**src/rtl/regfile_2r1w.sv**
```systemverilog
// Two-read/one-write register file with per-entry valid bits, optional write-to-read bypass and a one-entry-per-cycle clear sweep.
// Reads are combinational (0 cycles) and writes are readable next cycle; there is no backpressure, so writes during a clear or sweep are dropped and flagged on write_err.
module regfile_2r1w #(
  parameter int WIDTH  = 16,
  parameter int AW     = 3,
  parameter int BYPASS = 1
) (
  input  logic             clk,
  input  logic             reset_n,
  input  logic [WIDTH-1:0] data_in,
  input  logic [AW-1:0]    writenum,
  input  logic             write,
  input  logic             clear,
  input  logic [AW-1:0]    readnum_a,
  input  logic [AW-1:0]    readnum_b,
  output logic [WIDTH-1:0] data_out_a,
  output logic [WIDTH-1:0] data_out_b,
  output logic             valid_a,
  output logic             valid_b,
  output logic             busy,
  output logic             write_err
);

  localparam int            DEPTH  = 2**AW;
  localparam logic [AW-1:0] LAST   = AW'(DEPTH - 1);
  localparam bit            BYP_EN = (BYPASS != 0);

  typedef enum logic {IDLE, SWEEP} state_t;

  state_t           state, state_nxt;
  logic [AW-1:0]    idx, idx_nxt;
  logic             wr_ok, wr_drop;
  logic [WIDTH-1:0] mem [DEPTH];
  logic [DEPTH-1:0] vld;

  always_ff @(posedge clk) begin
    if (!reset_n) begin
      state     <= SWEEP;
      idx       <= '0;
      write_err <= 1'b0;
    end else begin
      state     <= state_nxt;
      idx       <= idx_nxt;
      write_err <= wr_drop;
    end
  end

  always_comb begin
    state_nxt = state;
    idx_nxt   = idx;
    wr_ok     = 1'b0;
    wr_drop   = 1'b0;
    case (state)
      IDLE: begin
        if (clear) begin
          state_nxt = SWEEP;
          idx_nxt   = '0;
          wr_drop   = write;
        end else begin
          wr_ok = write;
        end
      end
      SWEEP: begin
        wr_drop = write;
        if (clear) begin
          idx_nxt = '0;
        end else begin
          idx_nxt = idx + 1'b1;
          if (idx == LAST) state_nxt = IDLE;
        end
      end
      default: begin
        state_nxt = SWEEP;
        idx_nxt   = '0;
      end
    endcase
  end

  // Storage is not reset directly; the sweep that follows reset zeroes it.
  always_ff @(posedge clk) begin
    if (reset_n) begin
      if (state == SWEEP) mem[idx] <= '0;
      else if (wr_ok)     mem[writenum] <= data_in;
    end
  end

  always_ff @(posedge clk) begin
    if (!reset_n)                    vld <= '0;
    else if (state == IDLE && clear) vld <= '0;
    else if (wr_ok)                  vld[writenum] <= 1'b1;
  end

  assign busy = (state == SWEEP);

  always_comb begin
    data_out_a = '0;
    valid_a    = 1'b0;
    if (BYP_EN && wr_ok && writenum == readnum_a) begin
      data_out_a = data_in;
      valid_a    = 1'b1;
    end else if (vld[readnum_a]) begin
      data_out_a = mem[readnum_a];
      valid_a    = 1'b1;
    end
  end

  always_comb begin
    data_out_b = '0;
    valid_b    = 1'b0;
    if (BYP_EN && wr_ok && writenum == readnum_b) begin
      data_out_b = data_in;
      valid_b    = 1'b1;
    end else if (vld[readnum_b]) begin
      data_out_b = mem[readnum_b];
      valid_b    = 1'b1;
    end
  end

endmodule

```
**config.mk**
```make
export PLATFORM = sky130hd
export DESIGN_NAME = regfile_2r1w
export DESIGN_NICKNAME = d
export VERILOG_FILES = /design/src/rtl/regfile_2r1w.sv
export SDC_FILE = /design/constraint.sdc
export NUM_CORES = 1
export LEC_CHECK = 0
export CORE_MARGIN = 1.5
export CORE_UTILIZATION = 40
export DETAILED_ROUTE_END_ITERATION = 8
export PLACE_DENSITY = 0.64
export SYNTH_ARGS = -nofsm -noshare
export SYNTH_HDL_FRONTEND = slang
export SYNTH_SLANG_ARGS = --single-unit
export TNS_END_PERCENT = 100
```
**constraint.sdc**
```tcl
create_clock -name clk -period 4.44 [get_ports clk]
set_input_delay 0.888 -clock clk [delete_from_list [all_inputs] [get_ports clk]]
set_output_delay 0.888 -clock clk [all_outputs]
set_load 0.02 [all_outputs]
```
==> results.md, run 1 <==
- The flow ran to the end, and the final reports show no timing, DRC or antenna violations.
- For the pin with the worst max-slew slack, the measured transition is 0.709 ns.
- The worst setup skew after layout is around 0.0072 ns.
- For the worst-skew pair, the clock arrives at the later sink with an insertion delay of just over 0.4 ns.
- The starting density of the core is 0.408.
- Measured along the x axis, the die boundary spans 136 um.
- The flop and latch count out of synthesis is 141.
- The number of buffers inserted by post-CTS setup repair is 0.
- The critical-path maximum fanout is 9.
- Dividing the detail-routed via count by the number of cells gives 5.65.
- The share of synthesized flip-flops with an asynchronous set or reset is 0.
- The worst register-to-register path ends at mem[1][7].
- For flop-to-flop paths, the worst setup slack is 1.43 ns.
- The placed instance area is 0.00804 mm2.
- Setup total negative slack on the finished layout was measured at 0 ns.
- In this run, post-CTS repair resized a total of 0 instances.
- The repair_antennas step left the layout with diodes totalling 0.
- The detailed placer's ending HPWL is 11.2 mm.
- The gate count of the mapped netlist is 434.
- Summed over all layers, the global routing overflow is 0.
- Of the total synthesized cell area, the portion taken by AND, OR, NAND and NOR gates is 0.0684.
- The number of standard-cell rows in the floorplan is 48.
- Clock-pin slew was measured on the worst setup and hold paths at roughly 0.060 ns.
- The leakage component of the power is ~2.8 nW.
- The DRC marker count from the first detailed-route iteration is ~350.
- Routability-driven placement finished with a final weighted congestion of about 0.77.
- The cell taking the most area after synthesis is sky130_fd_sc_hd__edfxtp_1.
- The worst relative slew slack is 0.525.
- Counting I/O delays and the setup requirement, the final critical path takes between 4 and 5 ns.
- The number of warnings printed during yosys synthesis is 0.
- The clock sink count is 141.
- The multiplexer share of the synthesized area is 0.268.
- Entering global routing, the biggest net connects 25 pins.
- In the final design database the tool counted between 500 and 600 nets.
- The die extent in y is around 140 um.
- The via count of the first global-routing pass is between 4000 and 5000.
- The highest clock frequency the design can meet is 234 MHz.
- Dividing the final minimum period by the clock period gives 0.964.
- No sink is reached through more buffers than the 2 on the longest clock path.
- The filler cell count in the final layout is 1431.
- The worst setup path is captured at a primary output.
- The final layout contains routed wiring with a total length of 17.4 mm.
- The final non-filler cell area is 0.00860 mm2.
- The global-route wire length before repair is 26.6 mm.
- The area share of fa/ha/maj cells after synthesis is 0.00356.
- The number of max-slew violations in the final report was 0.
- For this design the ratio of total power to cell area is roughly 360 mW/mm2.
- The antenna violation net count after detailed routing is 0.
- The critical path arrival is about 3.4 ns.
- The die area is 0.0184 mm2.
- The worst register-to-register path begins at busy.
- The quantity of I/O buffers inserted on ports is 64.
- The main combinational cell family by area after synthesis is multiplexers.
- The worst-case IR drop observed on VDD is 0.275 mV.
- The most used flip-flop cell after synthesis is sky130_fd_sc_hd__edfxtp_1.
- The complex-gate fraction of the synthesized area is 0.0436.
- The number of nets produced by synthesis is 465.
- The average footprint of a synthesized cell is approximately 16 um2.
- The final-report hold violation count is 0.
- The global router's overall resource usage is 0.203.
- The worst setup path is launched from a primary input.
- The path type of the worst min-delay path is reg -> reg.
- By area the synthesized netlist is led by sky130_fd_sc_hd__edfxtp_1 (55%), sky130_fd_sc_hd__mux4_2 (21%), sky130_fd_sc_hd__mux2i_1 (6.0%).
- The floorplan step defined a core boundary enclosing 0.0172 mm2.
- At the worst endpoint, the required time is about 3.6 ns.
- Counting flops with a built-in enable in the synthesized netlist gives 128.
- The post-synthesis xor/xnor area fraction is 0.00872.
- After clock tree synthesis, the flow added hold-fix buffers numbering 0.
- The H-tree generated during clock tree synthesis spans 4 levels.
- For this block, the via count after detailed routing is ~4300.
- The most repeated cell in the gate-level netlist after synthesis is sky130_fd_sc_hd__edfxtp_1.
- Setup repair after global routing left no endpoint under its margin.
- The layout-stage area growth over the synthesis result is 22.3%.
- The worst hold path passes through 2 cells.
- After synthesis, the most frequently instantiated cells are sky130_fd_sc_hd__edfxtp_1 (128), sky130_fd_sc_hd__mux4_2 (65), sky130_fd_sc_hd__mux2i_1 (42), sky130_fd_sc_hd__nand2_1 (36), sky130_fd_sc_hd__nor2_1 (24).
- After detailed routing, the number of remaining DRC violations is 0.
- The total CTS buffers is 17.
- The area share of the largest cell type after synthesis is 0.547.
- Counting cells, the worst reg-to-reg path comes to 6.
- The average wire per cell in the routed design is approximately 23 um.
- The clock tree from TritonCTS is yes.
- The hold-critical path endpoint is vld[6].
- The root buffer cell chosen for the clock tree is sky130_fd_sc_hd__clkbuf_16.
- In this run the cell area of the synthesized design comes to 0.00703 mm2.
- The worst setup path is of the in -> out kind.
- The initial antenna violation count is 0.
- The post-synthesis sequential area ratio is 0.584.
- The distinct cell type count of the synthesized netlist is 36.
- The ratio of cells with drive above 1 in the final layout is 0.272.
- The final count of negative-setup-slack endpoints is 0.
- The first TritonRoute pass finished after 4 iterations.
- The max-capacitance violation count is 0.
- The number of top-level pins is 65.
- The startpoint identified for the worst hold timing path is vld[6].
-- registers in the layout, indices dropped and copies added (netlist names) --
register / cells
idx: 3
busy: 1
mem: 128
vld: 8
write_err: 1
-- how the worst max path moves through the flow --
stage | from | endpoint | slack [ns] | cells past startpoint
2_1_floorplan | readnum_a[1] | data_out_a[10] | 0.90 | 6
3_3_place_gp | readnum_a[1] | data_out_a[5] | 0.15 | 8
3_5_place_dp | readnum_a[1] | data_out_a[5] | 0.15 | 8
4_1_cts | readnum_a[1] | data_out_a[5] | 0.13 | 8
5_1_grt | clear | data_out_b[1] | 0.07 | 7
6_report | readnum_a[1] | data_out_a[5] | 0.16 | 8
-- logic make-up (layout without fill, tap and decap cells) --
group	count (synthesis)	count (layout)
flip-flops	141	141
AO/OA/AOI/OAI	51	51
AND/OR/NAND/NOR	92	92
multiplexers	107	107
XOR/XNOR	7	7
adder cells (fa/ha/maj)	2	2
buffers and inverters	34	129
-- critical path, stage by stage --
cell and delay [ns]:
sky130_fd_sc_hd__clkdlybuf4s50_1 0.56, sky130_fd_sc_hd__buf_4 0.24, sky130_fd_sc_hd__xor2_1 0.25, sky130_fd_sc_hd__nor4_4 0.09
sky130_fd_sc_hd__or2_0 0.26, sky130_fd_sc_hd__buf_4 0.19, sky130_fd_sc_hd__o21ai_0 0.25, sky130_fd_sc_hd__clkdlybuf4s50_1 0.66
-- metrics by stage --
step / util / hold WS, ns / total power, mW / std cells / worst slack (ns)
detailed placement: 0.466 / 0.487 / 1.77 / 722 / 0.151
floorplan: - / 0.457 / 1.66 / 434 / 0.903
CTS: 0.499 / 0.504 / 3.08 / 754 / 0.125
finish: 0.499 / 0.501 / 3.06 / 754 / 0.161
global route: 0.499 / 0.522 / 3.16 / 754 / 0.0674
global placement: 0.466 / 0.476 / 1.76 / 722 / 0.145
-- cells in the final DEF, fill, tap and decap left out, types with 2 or more instances in the layout --
cell,count
sky130_fd_sc_hd__o21ai_2,10
sky130_fd_sc_hd__inv_1,3
sky130_fd_sc_hd__nor4_4,2
sky130_fd_sc_hd__clkinv_2,5
sky130_fd_sc_hd__nor3b_1,2
sky130_fd_sc_hd__xor2_1,6
sky130_fd_sc_hd__nand2_1,36
sky130_fd_sc_hd__and2_1,17
sky130_fd_sc_hd__a21oi_1,10
sky130_fd_sc_hd__buf_4,29
sky130_fd_sc_hd__a31oi_1,3
sky130_fd_sc_hd__edfxtp_1,128
sky130_fd_sc_hd__clkbuf_16,18
sky130_fd_sc_hd__clkdlybuf4s50_1,62
sky130_fd_sc_hd__clkbuf_8,3
sky130_fd_sc_hd__clkbuf_4,5
sky130_fd_sc_hd__dfxtp_1,13
sky130_fd_sc_hd__mux2i_1,42
sky130_fd_sc_hd__buf_2,2
sky130_fd_sc_hd__o21ai_0,23
sky130_fd_sc_hd__nor2_1,24
sky130_fd_sc_hd__nor2b_1,3
sky130_fd_sc_hd__mux4_2,65
sky130_fd_sc_hd__ha_1,2
-- per-layer routing --
| layer | part of all wire | vias up | global-route usage |
|---|---|---|---|
| li1 | - | 1899 | - |
| met1 | 0.40 | 2199 | 0.256 |
| met2 | 0.52 | 142 | 0.347 |
| met3 | 0.069 | 20 | 0.0445 |
| met4 | 0.014 | 0 | 0.0705 |
| met5 | 0 | - | 0 |
-- area by class of cell --
class / count / area (um2) / share of cell area
clock buffer: 26 / 529 / 0.0616
clock inverter: 6 / 31.3 / 0.00364
inverter: 3 / 11.3 / 0.00131
multi-input combinational: 259 / 2770 / 0.322
sequential: 141 / 4100 / 0.477
tap: 225 / 282 / 0.0327
timing repair buffer: 94 / 868 / 0.101
-- power by group --
group          internal, mW  leakage (nW)  switching [mW]
registers              1.45          1.14         0.00802
logic                 0.139          1.36           0.142
clock network         0.818         0.290           0.501
total                  2.41          2.79           0.651
Power figures use the tool's default switching activity.
==> run 2: changes to the inputs <==
Settings changed: TNS_END_PERCENT 100 to 10.
==> results of run 2 <==
Same layout as run 1: the final DEF is identical, and so are final timing and power.
